## config.mk

```make
export PLATFORM = sky130hd
export DESIGN_NAME = alu_lifo_flat
export DESIGN_NICKNAME = d
export VERILOG_FILES = /design/src/rtl/alu_lifo_pkg.sv /design/src/rtl/alu_lifo_if.sv /design/src/rtl/lifo_stack.sv /design/src/rtl/alu_lifo.sv /design/src/flat_wrapper.sv
export SDC_FILE = /design/constraint.sdc
export NUM_CORES = 1
export LEC_CHECK = 0
export CAP_MARGIN = 20
export CELL_PAD_IN_SITES_DETAIL_PLACEMENT = 0
export CELL_PAD_IN_SITES_GLOBAL_PLACEMENT = 1
export CORE_UTILIZATION = 40
export CTS_CLUSTER_SIZE = 14
export DETAILED_ROUTE_END_ITERATION = 10
export PLACE_DENSITY_LB_ADDON = 0.1
export SLEW_MARGIN = 5
export SYNTH_ARGS = -nofsm -noshare
export SYNTH_HDL_FRONTEND = slang
export SYNTH_SLANG_ARGS = --single-unit
```

## constraint.sdc

```tcl
create_clock -name i_clk -period 8.5 [get_ports i_clk]
set_input_delay 1.7 -clock i_clk [delete_from_list [all_inputs] [get_ports i_clk]]
set_output_delay 1.7 -clock i_clk [all_outputs]
set_load 0.05 [all_outputs]
```

## src/rtl/alu_lifo_pkg.sv

```systemverilog
// Shared definitions for the ALU/LIFO block and its clients.
// Holds the 4-bit ALU op-code constants.
package alu_lifo_pkg;

    typedef logic [3:0] op_t;

    localparam op_t NO_OP  = 4'd0;
    localparam op_t ADD_OP = 4'd1;
    localparam op_t SUB_OP = 4'd2;
    localparam op_t AND_OP = 4'd3;
    localparam op_t OR_OP  = 4'd4;
    localparam op_t XOR_OP = 4'd5;
    localparam op_t ROL_OP = 4'd6;
    localparam op_t ROR_OP = 4'd7;

endpackage

```

## src/rtl/alu_lifo_if.sv

```systemverilog
// Bundles the ALU operand/result signals and the stack push/pop signals.
// The slave modport is the alu_lifo side; the master modport is the client side.
interface alu_lifo_if #(
    parameter int unsigned WIDTH = 16
);
    import alu_lifo_pkg::*;

    op_t              i_op;
    logic [WIDTH-1:0] i_arg0;
    logic [WIDTH-1:0] i_arg1;
    logic [WIDTH-1:0] o_data;
    logic [WIDTH-1:0] i_data;
    logic             i_push;
    logic             i_pop;
    logic [WIDTH-1:0] o_s0;
    logic [WIDTH-1:0] o_s1;

    modport slave (
        input  i_op, i_arg0, i_arg1, i_data, i_push, i_pop,
        output o_data, o_s0, o_s1
    );

    modport master (
        output i_op, i_arg0, i_arg1, i_data, i_push, i_pop,
        input  o_data, o_s0, o_s1
    );

endinterface

```

## src/rtl/lifo_stack.sv

```systemverilog
// Shift-register LIFO: cell 0 is the top; overflow drops the bottom cell and
// underflow shifts in zeros, both silently.
module lifo_stack #(
    parameter int unsigned WIDTH = 16,
    parameter int unsigned DEPTH = 12
) (
    input  logic             i_clk,
    input  logic             i_rst,
    input  logic             i_push,
    input  logic             i_pop,
    input  logic [WIDTH-1:0] i_data,
    output logic [WIDTH-1:0] o_s0,
    output logic [WIDTH-1:0] o_s1
);

    logic [DEPTH-1:0][WIDTH-1:0] cells_q, cells_d;

    always_comb begin
        cells_d = cells_q;
        if (i_push && i_pop) begin
            // Simultaneous push and pop replaces the top in place.
            cells_d[0] = i_data;
        end else if (i_push) begin
            cells_d[0] = i_data;
            for (int k = 1; k < int'(DEPTH); k++) begin
                cells_d[k] = cells_q[k-1];
            end
        end else if (i_pop) begin
            for (int k = 0; k < int'(DEPTH) - 1; k++) begin
                cells_d[k] = cells_q[k+1];
            end
            cells_d[DEPTH-1] = '0;
        end
    end

    always_ff @(posedge i_clk or posedge i_rst) begin
        if (i_rst) begin
            cells_q <= '0;
        end else begin
            cells_q <= cells_d;
        end
    end

    assign o_s0 = cells_q[0];
    assign o_s1 = cells_q[1];

endmodule

```

## src/rtl/alu_lifo.sv

```systemverilog
// Registered single-cycle ALU alongside an independent shift-register stack.
// The two datapaths share only clock and reset.
module alu_lifo #(
    parameter int unsigned WIDTH = 16,
    parameter int unsigned DEPTH = 12
) (
    input  logic        i_clk,
    input  logic        i_rst,
    alu_lifo_if.slave   bus
);
    import alu_lifo_pkg::*;

    logic [WIDTH-1:0] data_q, data_d;

    // Add/sub wrap modulo 2^WIDTH; unused codes yield zero.
    always_comb begin
        data_d = '0;
        case (bus.i_op)
            NO_OP:   data_d = bus.i_arg0;
            ADD_OP:  data_d = bus.i_arg0 + bus.i_arg1;
            SUB_OP:  data_d = bus.i_arg0 - bus.i_arg1;
            AND_OP:  data_d = bus.i_arg0 & bus.i_arg1;
            OR_OP:   data_d = bus.i_arg0 | bus.i_arg1;
            XOR_OP:  data_d = bus.i_arg0 ^ bus.i_arg1;
            ROL_OP:  data_d = {bus.i_arg0[WIDTH-2:0], bus.i_arg0[WIDTH-1]};
            ROR_OP:  data_d = {bus.i_arg0[0], bus.i_arg0[WIDTH-1:1]};
            default: data_d = '0;
        endcase
    end

    always_ff @(posedge i_clk or posedge i_rst) begin
        if (i_rst) begin
            data_q <= '0;
        end else begin
            data_q <= data_d;
        end
    end

    assign bus.o_data = data_q;

    lifo_stack #(
        .WIDTH (WIDTH),
        .DEPTH (DEPTH)
    ) u_stack (
        .i_clk  (i_clk),
        .i_rst  (i_rst),
        .i_push (bus.i_push),
        .i_pop  (bus.i_pop),
        .i_data (bus.i_data),
        .o_s0   (bus.o_s0),
        .o_s1   (bus.o_s1)
    );

endmodule

```

## src/flat_wrapper.sv

```systemverilog
// flat-port wrapper written by rule: the top's interface ports become plain ports
module alu_lifo_flat import alu_lifo_pkg::*;
#(
    parameter int unsigned WIDTH = 16,
    parameter int unsigned DEPTH = 12
)
  (i_clk, i_rst, bus_i_op, bus_i_arg0, bus_i_arg1, bus_i_data, bus_i_push, bus_i_pop, bus_o_data, bus_o_s0, bus_o_s1);
  alu_lifo_if #(.WIDTH(WIDTH)) bus_i ();
  input  logic i_clk;
  input  logic i_rst;
  input wire logic [$bits(bus_i.i_op)-1:0] bus_i_op;
  input wire logic [$bits(bus_i.i_arg0)-1:0] bus_i_arg0;
  input wire logic [$bits(bus_i.i_arg1)-1:0] bus_i_arg1;
  input wire logic [$bits(bus_i.i_data)-1:0] bus_i_data;
  input wire logic [$bits(bus_i.i_push)-1:0] bus_i_push;
  input wire logic [$bits(bus_i.i_pop)-1:0] bus_i_pop;
  output wire logic [$bits(bus_i.o_data)-1:0] bus_o_data;
  output wire logic [$bits(bus_i.o_s0)-1:0] bus_o_s0;
  output wire logic [$bits(bus_i.o_s1)-1:0] bus_o_s1;
  assign bus_i.i_op = bus_i_op;
  assign bus_i.i_arg0 = bus_i_arg0;
  assign bus_i.i_arg1 = bus_i_arg1;
  assign bus_i.i_data = bus_i_data;
  assign bus_i.i_push = bus_i_push;
  assign bus_i.i_pop = bus_i_pop;
  assign bus_o_data = bus_i.o_data;
  assign bus_o_s0 = bus_i.o_s0;
  assign bus_o_s1 = bus_i.o_s1;
  alu_lifo #(.WIDTH(WIDTH), .DEPTH(DEPTH)) u_core (.i_clk(i_clk), .i_rst(i_rst), .bus(bus_i));
endmodule
```

# --- Yosys cells after proc, flatten, opt, wreduce, memory -nomap -nowiden ---
# Cells that the tools add are included.
op_classes:
  addsub: 2
  eq_ne: 7
  mux: 4
  bitwise: 4
  n_reduce_logical: 5
op_table:
  columns: ["operator", "n"]
  rows:
  - ["$mux W192", 2]
  - ["$pmux W16 S8", 1]
  - ["$add A16 B16 Y16", 1]
  - ["$and A16 B16 Y16", 1]
  - ["$eq A4 B3 Y1 const B", 4]
  - ["$mux W16", 1]
  - ["$or A16 B16 Y16", 1]
  - ["$sub A16 B16 Y16", 1]
  - ["$xor A16 B16 Y16", 1]
  - ["$eq A4 B2 Y1 const B", 2]
  - ["$eq A4 B1 Y1 const B", 1]
  - ["$logic_not A4 Y1", 1]
  - ["$reduce_bool A3 Y1", 1]
  - ["$reduce_and A2 Y1", 1]
  - ["$reduce_bool A2 Y1", 1]
  - ["$logic_and A1 B1 Y1", 1]
  - ["$not A1 Y1", 1]
totals:
  ff_bits: 208

# --- Longest topological paths before layout ---
# Gate-level depths: netlist of run 1.
depth:
  depth_word: 3
  ltp_mapped: 14

# --- Cells and area by module ---
# From an unflattened synthesis of run 1, not the netlist that was laid out.
hier_totals:
  hier_cells: 1170
  hier_area_um2: 11573.6
by_module_without_submodules:
  columns: ["mod", "n_inst", "cells_per_inst", "area_per_inst_um2", "seq_area_each_um2"]
  rows:
  - ["lifo_stack", 1, 836, 8947.3, 4804.6]
  - ["alu_lifo", 1, 334, 2626.3, 400.4]

# --- Worst setup path before layout of run 1 ---
# Ideal clock, no wire load.
synth_path:
  path_kind: "input to register"
  from: "in bus_i_op[0]"
  to: "reg u_core.data_q[12], in the netlist u_core.bus.o_data[12]"
  setup_time_ns: 0.131
  arrival_time_ns: 4.110
  required_time_ns: 8.369
  slack_ns: 4.259
  cell_stages: 12
  path_buffers: 1
  cell_sequence: "nand2b_1 -> or3_1 -> clkbuf_1 -> nand2_1 -> o21ai_0 -> fa_1 -> nor2b_2 -> o211ai_2 -> a21boi_2 -> o41ai_4 -> o2111a_1 -> or3_1"
synth_between:
  elab_chain_len: 2
  word_cells_on_any_way: 9
  classes_between: "eq/ne (7); mux (1); reduce/logical (1)"
synth_lines:
  columns: ["item", "line", "rtl"]
  rows:
  - ["start, declared", "flat_wrapper.sv:11", "input wire logic [$bits(bus_i.i_op)-1:0] bus_i_op;"]
  - ["$eq A4 B3 Y1 (tied with other cells)", "alu_lifo.sv:18", "case (bus.i_op)"]
  - ["$pmux W16 S8 *", "alu_lifo.sv:18", null]
  - ["net u_core.data_d[12]", "alu_lifo.sv:13", "logic [WIDTH-1:0] data_q, data_d;"]
  - ["end signal, assigned", "alu_lifo.sv:35", "data_q <= data_d;"]
  - ["end, declared", "alu_lifo.sv:13", null]
# The timed path passes the listed nets; every way through them passes the cells marked *.
# A chain may end at the register's enable or synchronous reset.

# --- Final worst setup path of run 1 ---
# Ends and elaborated chain as after synthesis.

==> results of run 1 <==
## power breakdown
| part | switching [mW] | total, mW | leakage [nW] | internal, mW |
|---|---|---|---|---|
| combinational | 0.549 | 0.959 | 3.26 | 0.410 |
| clock | 0.409 | 1.03 | 0.387 | 0.619 |
| sequential | 0.283 | 1.59 | 2.24 | 1.31 |
## kinds of logic (layout without fill, tap and decap cells)
family / count (synthesis) / after routing / share of synthesized area (%)
compound gates: 302 / 302 / 15.4
flops: 208 / 208 / 45.4
fa+ha+maj: 50 / 50 / 5.52
buf+inv: 163 / 220 / 6.60
xor+xnor: 25 / 25 / 1.91
simple gates: 269 / 269 / 9.80
mux: 177 / 177 / 15.4
## area by class of cell
type | instances | area (um^2)
clock buffer | 39 | 728
multi-input combinational | 823 | 5520
fill | 2643 | 14600
inverter | 60 | 233
sequential | 208 | 5200
clock inverter | 5 | 67.6
tap | 378 | 473
timing repair buffer | 116 | 1190
## cells in the final DEF (no fill, tap or decap), types with 19 or more instances in the layout
cell / Yosys / layout
a21oi_1: 176 / 176
clkbuf_16: 0 / 25
clkdlybuf4s50_1: 0 / 102
dfrtp_1: 208 / 208
ha_1: 49 / 48
inv_1: 60 / 59
mux2i_1: 177 / 177
nand2_1: 58 / 58
nor2_1: 175 / 175
o21ai_0: 51 / 51
xnor2_1: 19 / 19
## final timing paths
check,from,end,slack [ns],depth (start not counted)
max reg2reg,u_core.u_stack.o_s1[10],u_core.u_stack.cells_q[42],7.66,2
min reg2reg,u_core.u_stack.o_s0[9],u_core.u_stack.o_s0[9],0.51,2
min in group asynchronous,i_rst,u_core.u_stack.o_s0[13],1.76,2
min,u_core.u_stack.o_s0[9],u_core.u_stack.o_s0[9],0.51,2
max in group asynchronous,i_rst,u_core.u_stack.cells_q[144],5.51,4
max,bus_i_op[0],u_core.bus.o_data[12],3.99,12
## registers in the layout, summed over array words and instances, names as in the netlist
register	cells
u_core.u_stack.o_s1	16
u_core.bus.o_data	16
u_core.u_stack.cells_q	160
u_core.u_stack.o_s0	16
## stage by stage
stage	hold WS [ns]	instance area, um^2	std cells
global route	0.532	13400	1629
CTS	0.510	13400	1627
finish	0.507	13400	1629
detailed placement	0.498	12600	1583
floorplan	0.472	11500	1194
global placement	0.495	12600	1583
## worst max-delay path: stages
cell	delay [ns]
clkdlybuf4s50_1	0.48
nand2b_1	0.25
or3_1	0.50
nand2_1	0.12
o21ai_0	0.13
fa_1	0.44
nor2b_2	0.16
o211ai_2	0.11
a21boi_2	0.26
o41ai_4	0.14
o2111a_1	0.25
or3_1	0.36
## cells in the mapped netlist (2+ instances only)
cell type  number
a211o_1         3
a211oi_1        2
a21oi_1       176
a221oi_1       11
a222oi_1        2
a22o_1          2
a22oi_1        15
a2bb2oi_1       2
a31oi_1         4
buf_1           5
buf_2          17
buf_4          33
clkbuf_1       48
dfrtp_1       208
ha_1           49
inv_1          60
mux2i_1       177
nand2_1        58
nand2b_1        7
nand3_1         5
nand4_1         2
nor2_1        175
nor3_1          4
nor4_1          4
o2111ai_1       2
o211ai_1       10
o21ai_0        51
o21ai_1         3
o21bai_1        2
o31ai_1         3
or3_1           4
xnor2_1        19
xor2_1          6
## layer usage
metal,up-vias,part of all wire (%),track usage (%)
li1,4259,-,-
met2,175,44,27.3
met5,-,0,0
met1,3993,50,26.4
met3,29,4.2,2.35
met4,0,1.5,4.39
==> impl_results.md, run 1 <==
* Slew margin rel. at ~33%
* Final Max Tran Viols at 0
* First-pass GRT wire length at approximately 42 mm
* Pre-CTS setup slack at between 3 and 4 ns
* Vias in the first global route at about 8000
* # diodes at 0
* Endpoints failing hold at 0
* Fin util at 47.9%
* HPWL after detailed placement at roughly 16 mm
* Startpoint Class: primary input
* DRT iter0 DRCs at between 400 and 500
* Sinks on the clock net at 208
* Peak VDD IR at about 140 uV
* Nets at between 1000 and 1500
* DRC at 0
* Io pins at 104
* Setup Fix Bufs, Post-CTS at 0
* Cts bufs inserted at 25
* Routed Antenna Nets at 0
* TritonCTS clock tree: yes
* Critical path peak fanout at 9
* Synthesis Warnings at 0
* Netlist cell types at 58
* Largest cells by area after synthesis: dfrtp_1 45%, mux2i_1 15%, a21oi_1 7.7%
* Crit path DAT at between 4 and 5 ns
* Grt ovf at 0
* Chip width at between 150 and 200 um
* Antenna violations before repair at 0
* Maxcap violations at 0
* Final WS setup at 3.99 ns
* Outcome: finished clean
* WL final at 25.3 mm
* Sequential area share after synthesis at a little under half
* Drt pass-1 iters at 4
* Static Leak at between 5 and 6 nW
* CP endpoint kind: flop
* Share of layout cells above drive strength 1 at between 4 and 5%
* Core footprint at ~28000 um^2
* CTS Hold Bufs at 0
* Syn avg cell area at between 9 and 10 um^2
* Worst Path Required at between 8 and 9 ns
* Cell Area, Synth at approximately 11000 um^2
* H-tree depth at 1
* Core Rows at slightly above 60
* Unrepaired setup endpoints after global routing: no
* Die height at 171 um
* Clock skew at 0.0151 ns
* Total GRT Usage at ~18%
* Setup Crit Path Kind: primary input to flop
* Mean routed wirelength per cell at 15.5 um
* Synth Flop Type: dfrtp_1
* Post-Syn Nets at 1300
* Clock transition at the registers of the reported paths at around 0.06 ns
* EDFF count, synth at 0
* Skew-Pair Late Insertion Delay at around 0.52 ns
* Period utilization at a little over half
* Largest area contributor in the netlist: dfrtp_1
* Slew at the pin closest to its max-slew limit at roughly 1.0 ns
* Final Power at between 3 and 4 mW
* Vias per inst at between 5 and 6
* Largest net degree at the start of global routing at roughly 180
* Achievable Freq at ~0.22 GHz
* Synthesized instance count at approximately 1200
* Clk root buf: clkbuf_16
* IO Port Bufs at 103
* Routed vias at 8456
* Worst min path class: flop to flop
* CTS resizes at 0
* Min Tclk post-route at between 4 and 5 ns
* #FFs+latches synth at 208
* Layout area overhead at 16.9%
* Setup TNS at 0 ns
* GP Congestion at roughly 0.81
* Pwr Density at 267 nW/um^2
* Final setup viols at 0
* Die area at between 20000 and 30000 um^2
* Share of flip-flops with an asynchronous set or reset at between 90% and 100%
* Maximum clock path buffer count at 3
* Area share of the largest cell type after synthesis at between 40 and 50%
* Initial Util at around two fifths
(Power assumes the default switching activity.)
==> inputs of run 2 (changes only) <==
clock period = 4.46 ns   (was 8.5 ns; I/O delays follow)
==> run 2 against run 1 <==
Sequential power increased by 91%. Final cell count is 0.55% higher. Via count is 0.66% lower. Non-clock buffer count increased by 6. Design area up 0.93%. Die area unchanged. Total power rose by 94%. Worst setup slack got worse by 3.2 ns. Wire length rose by 1.2%. Critical path type unchanged.
==> impl_results.md, run 2 (same netlist as run 1, synthesis figures left out) <==
* HP Start: u_core.u_stack.o_s0[15]
* Largest Register: u_core.u_stack.cells_q
* Core footprint at roughly 28000 um^2
* Reg2reg start: u_core.u_stack.cells_q[80]
* First-pass GRT wire length at 42.3 mm
* CTS resizes at 0
* CTS Hold Bufs at 0
* Period utilization at 82.2%
* WL final at between 20 and 30 mm
* Worst Path Required at between 4 and 5 ns
* Setup Fix Bufs, Post-CTS at 0
* HPWL after detailed placement at approximately 17 mm
* Achievable Freq at between 0.2 and 0.3 GHz
* Most frequent cells in the layout: 208 x dfrtp_1, 177 x mux2i_1, 176 x a21oi_1
* Grt ovf at 0
* Maxcap violations at 0
* DRT iter0 DRCs at 468
* Peak VDD IR at around 300 uV
* Endpoints failing hold at 0
* Largest net degree at the start of global routing at approximately 130
* Vias per inst at around 5.1
* Initial Util at roughly two fifths
* Final setup viols at 0
* Clk root buf: clkbuf_16
* Startpoint Class: primary input
* Sinks on the clock net at 208
* Mean routed wirelength per cell at between 15 and 20 um
* Slew margin rel. at about a third
* Die area at 29400 um^2
* Core Rows at 61
* Skew-Pair Late Insertion Delay at 0.53 ns
* Outcome: finished clean
* Crit path launch: bus_i_op[0]
* Crit path DAT at slightly above 4 ns
* Clock skew at 0.0114 ns
* Share of layout cells above drive strength 1 at around 6.2%
* Static Leak at roughly 6 nW
* Worst min path class: flop to flop
* Layout area overhead at 18.0%
* Slew at the pin closest to its max-slew limit at roughly 1.0 ns
* Routed Antenna Nets at 0
* Critical path peak fanout at 9
* Total GRT Usage at 17.8%
* Final Max Tran Viols at 0
* Antenna violations before repair at 0
* Setup Crit Path Kind: primary input to flop
* Clock transition at the registers of the reported paths at ~0.050 ns
* Die height at ~170 um
* Fin area at approximately 14000 um^2
* DRC at 0
* # fillers at between 2000 and 3000
* Nets at 1347
* Vias in the first global route at 7902
* GP Congestion at about 0.83
* CP endpoint kind: flop
* Setup TNS at 0 ns
* # diodes at 0
* Drt pass-1 iters at 4
* Placed Area at 12700 um^2
* Io pins at approximately 100
* Unrepaired setup endpoints after global routing: no
* Chip width at about 170 um
* Min Tclk post-route at ~3.7 ns
* Cts bufs inserted at 26
* TritonCTS clock tree: yes
* Most common cell after layout, fill and taps aside: dfrtp_1
* Final hold slack at about 0.51 ns
* IO Port Bufs at around 100
* Pwr Density at 513 nW/um^2
* Maximum clock path buffer count at 3
* H-tree depth at 1
* Max reg flops at between 150 and 200
* Routed vias at between 8000 and 9000
[run 2: changes by cell type in the layout (fill, tap and decap cells not counted), sizes merged]
cell	previous run	this run
clkinv	2	8
clkbuf	39	36
clkinvlp	1	2
buf	14	20
inv	61	60
[run 2: worst max-delay path: stages]
cell	delay, ns
clkdlybuf4s50_1	0.47
nand2b_1	0.24
or3_1	0.49
nand2_1	0.12
o21ai_0	0.13
fa_1	0.44
nor2b_2	0.16
o211ai_2	0.10
a21boi_2	0.25
o41ai_4	0.14
o2111a_1	0.25
or3_1	0.36
[run 2: cell type report]
class	count	area (um^2)	area share, %
multi-input combinational	823	5520	40.8
sequential	208	5200	38.4
timing repair buffer	122	1240	9.17
clock buffer	36	768	5.67
tap	378	473	3.49
inverter	60	229	1.69
clock inverter	11	101	0.748
[run 2: per-layer routing]
layer / GRT usage [%] / routed length, um / up-vias
li1: - / - / 4278
met1: 26.5 / 12900 / 3944
met2: 26.8 / 11300 / 151
met3: 2.37 / 992 / 27
met4: 4.85 / 348 / 0
met5: 0 / 0 / -
[run 2: path summary, 6_finish.rpt]
kind | endpoint | slack (ns) | cells after the start
worst max-delay path | u_core.bus.o_data[12] | 0.79 | 12
worst min-delay path | u_core.u_stack.o_s0[15] | 0.51 | 2
worst max register to register | u_core.u_stack.cells_q[64] | 3.60 | 2
worst min register to register | u_core.u_stack.o_s0[15] | 0.51 | 2
max in group asynchronous | u_core.u_stack.cells_q[74] | 2.62 | 3
min in group asynchronous | u_core.u_stack.cells_q[140] | 0.86 | 2
[run 2: per-stage QoR]
step / worst slack (ns) / instances / utilization, % / power (mW)
3_3_place_gp: 0.281 / 1591 / 45.2 / 4.88
5_1_grt: 0.611 / 1638 / 48.3 / 7.41
4_1_cts: 0.817 / 1638 / 48.3 / 7.05
3_5_place_dp: 0.268 / 1591 / 45.2 / 4.93
6_report: 0.794 / 1638 / 48.3 / 6.95
2_1_floorplan: 0.868 / 1194 / - / 4.39
[run 2: where the power goes]
part	internal (mW)	leakage [nW]	total, mW	switching [mW]
logic	0.785	3.29	1.83	1.05
clock network	1.26	0.434	2.07	0.813
registers	2.50	2.24	3.04	0.545
==> inputs of run 3 (changes only) <==
clock period = 3.7 ns   (was 4.46 ns; I/O delays follow)
==> run 3 against run 2 <==
Sequential power up 20%. Final cell count is 2.0% higher. Core utilization rose by 0.67 points. Clock-buffer cell count grew 4. Non-clock buffer count rose by 36. Global-route usage increased by 0.053 points. Combinational power increased by 22%. Total power is 19% higher. Clock skew is 0.00054 ns higher. Die area did not move. First-iteration DRC count grew 26%. Worst setup slack lost 0.42 ns. Critical path type unchanged. Largest power group unchanged. Highest routed layer unchanged.
==> impl_results.md, run 3 (same netlist as run 1, synthesis figures left out) <==
* Outcome: finished clean
* Period utilization at 89.9%
* Chip width at 171 um
* Initial Util at approximately two fifths
* Nets at 1382
* Sinks on the clock net at 208
* CTS resizes at 0
* Core footprint at approximately 28000 um^2
* Largest Register: u_core.u_stack.cells_q
* Clk root buf: clkbuf_16
* Endpoints failing hold at 0
* Hold depth at 2
* Mean routed wirelength per cell at 15.3 um
* Clock skew at between 0.01 and 0.015 ns
* Grt ovf at 0
* Placed Area at approximately 13000 um^2
* Setup Fix Bufs, Post-CTS at 0
* Setup Crit Path Kind: primary input to flop
* CP endpoint kind: flop
* DRT iter0 DRCs at about 590
* Unrepaired setup endpoints after global routing: no
* Maxcap violations at 0
* # diodes at 0
* # fillers at 2650
* Most frequent cells in the layout: 208 x dfrtp_1, 177 x mux2i_1, 176 x a21oi_1
* Core Rows at 61
* Reg2reg path depth at 2
* Startpoint Class: primary input
* Multi-input logic area at between 5000 and 6000 um^2
* Skew-Pair Late Insertion Delay at about 0.51 ns
* WL final at roughly 26 mm
* Slew margin rel. at 44.2%
* Critical path peak fanout at 5
* Largest net degree at the start of global routing at around 140
* Routed Antenna Nets at 0
* Most common cell after layout, fill and taps aside: dfrtp_1
* H-tree depth at 1
* Share of layout cells above drive strength 1 at 7.89%
* Routed vias at between 8000 and 9000
* Final Power at 8.30 mW
* Peak VDD IR at 346 uV
* Vias in the first global route at approximately 8000
* Slew at the pin closest to its max-slew limit at approximately 0.84 ns
* DRC at 0
* Crit path DAT at approximately 3.8 ns
* Layout area overhead at 19.7%
* Achievable Freq at 0.301 GHz
* CTS Hold Bufs at 0
* Final Max Tran Viols at 0
* IO Port Bufs at ~100
* HPWL after detailed placement at roughly 17 mm
* Clock transition at the registers of the reported paths at about 0.06 ns
* Die height at roughly 170 um
* Worst Path Required at between 4 and 5 ns
* Fin area at between 10000 and 15000 um^2
* Fin util at between 40% and 50%
* Max reg flops at 160
* Min Tclk post-route at 3.32 ns
* Worst min path class: flop to flop
* Antenna violations before repair at 0
* Die area at between 20000 and 30000 um^2
* Vias per inst at roughly 5.1
* Pwr Density at around 600 nW/um^2
* TritonCTS clock tree: yes
* Storage element area at around 5200 um^2
* GP Congestion at about 0.85
* Total GRT Usage at 17.8%
* Io pins at between 100 and 150
* Final setup viols at 0
* Cts bufs inserted at 25
* Static Leak at a little over 6 nW
* Drt pass-1 iters at 5
* Maximum clock path buffer count at 3
* First-pass GRT wire length at between 40 and 50 mm
==> run 3: area by class of cell <==
type | count | area share, %
multi-input cells | 823 | 40.2
flip-flops and latches | 208 | 37.9
repair buffers | 158 | 10.9
clock buffers | 40 | 5.26
well taps | 378 | 3.45
inverters | 60 | 1.67
clock inverters | 4 | 0.565
==> run 3: layer usage <==
metal	up-vias	share of wire, %	GRT usage (%)
met5	-	0	0
met4	0	2.9	6.25
met3	54	3.9	2.30
met2	186	43	26.7
met1	3993	50	26.2
li1	4345	-	-
==> run 3: where the power goes <==
part           switching (mW)  internal, mW  total (mW)
Combinational            1.26         0.978        2.24
Sequential              0.640          3.01        3.65
Clock                   0.940          1.47        2.41
Total                    2.85          5.46        8.30
==> run 3: critical path, stage by stage <==
cell	delay, ns
clkdlybuf4s50_1	0.47
nor4_4	0.36
nand3_1	0.14
or4_4	0.45
o31ai_2	0.21
xnor2_1	0.10
ha_1	0.36
inv_1	0.07
nor3_1	0.27
nand2_1	0.11
or4_1	0.40
nand3_1	0.09
==> run 3: final timing paths <==
check | endpoint | slack [ns] | start
max in group asynchronous | u_core.u_stack.o_s0[10] | 2.20 | i_rst
setup reg to reg | u_core.u_stack.cells_q[41] | 2.85 | u_core.u_stack.o_s1[9]
hold / removal | u_core.u_stack.cells_q[182] | 0.51 | u_core.u_stack.cells_q[166]
min in group asynchronous | u_core.bus.o_data[1] | 0.72 | i_rst
setup / recovery | u_core.bus.o_data[14] | 0.38 | bus_i_arg1[4]
hold reg to reg | u_core.u_stack.cells_q[182] | 0.51 | u_core.u_stack.cells_q[166]
==> run 3: through the flow <==
| step | TNS, ns | setup WS, ns | cells | hold WS [ns] |
|---|---|---|---|---|
| after global placement | -0.261 | -0.133 | 1627 | 0.498 |
| final | 0 | 0.375 | 1671 | 0.506 |
| after global routing | 0 | 0.0937 | 1671 | 0.530 |
| after detailed placement | -0.425 | -0.157 | 1627 | 0.502 |
| after floorplan | 0 | 0.260 | 1194 | 0.472 |
| after CTS | 0 | 0.384 | 1671 | 0.515 |
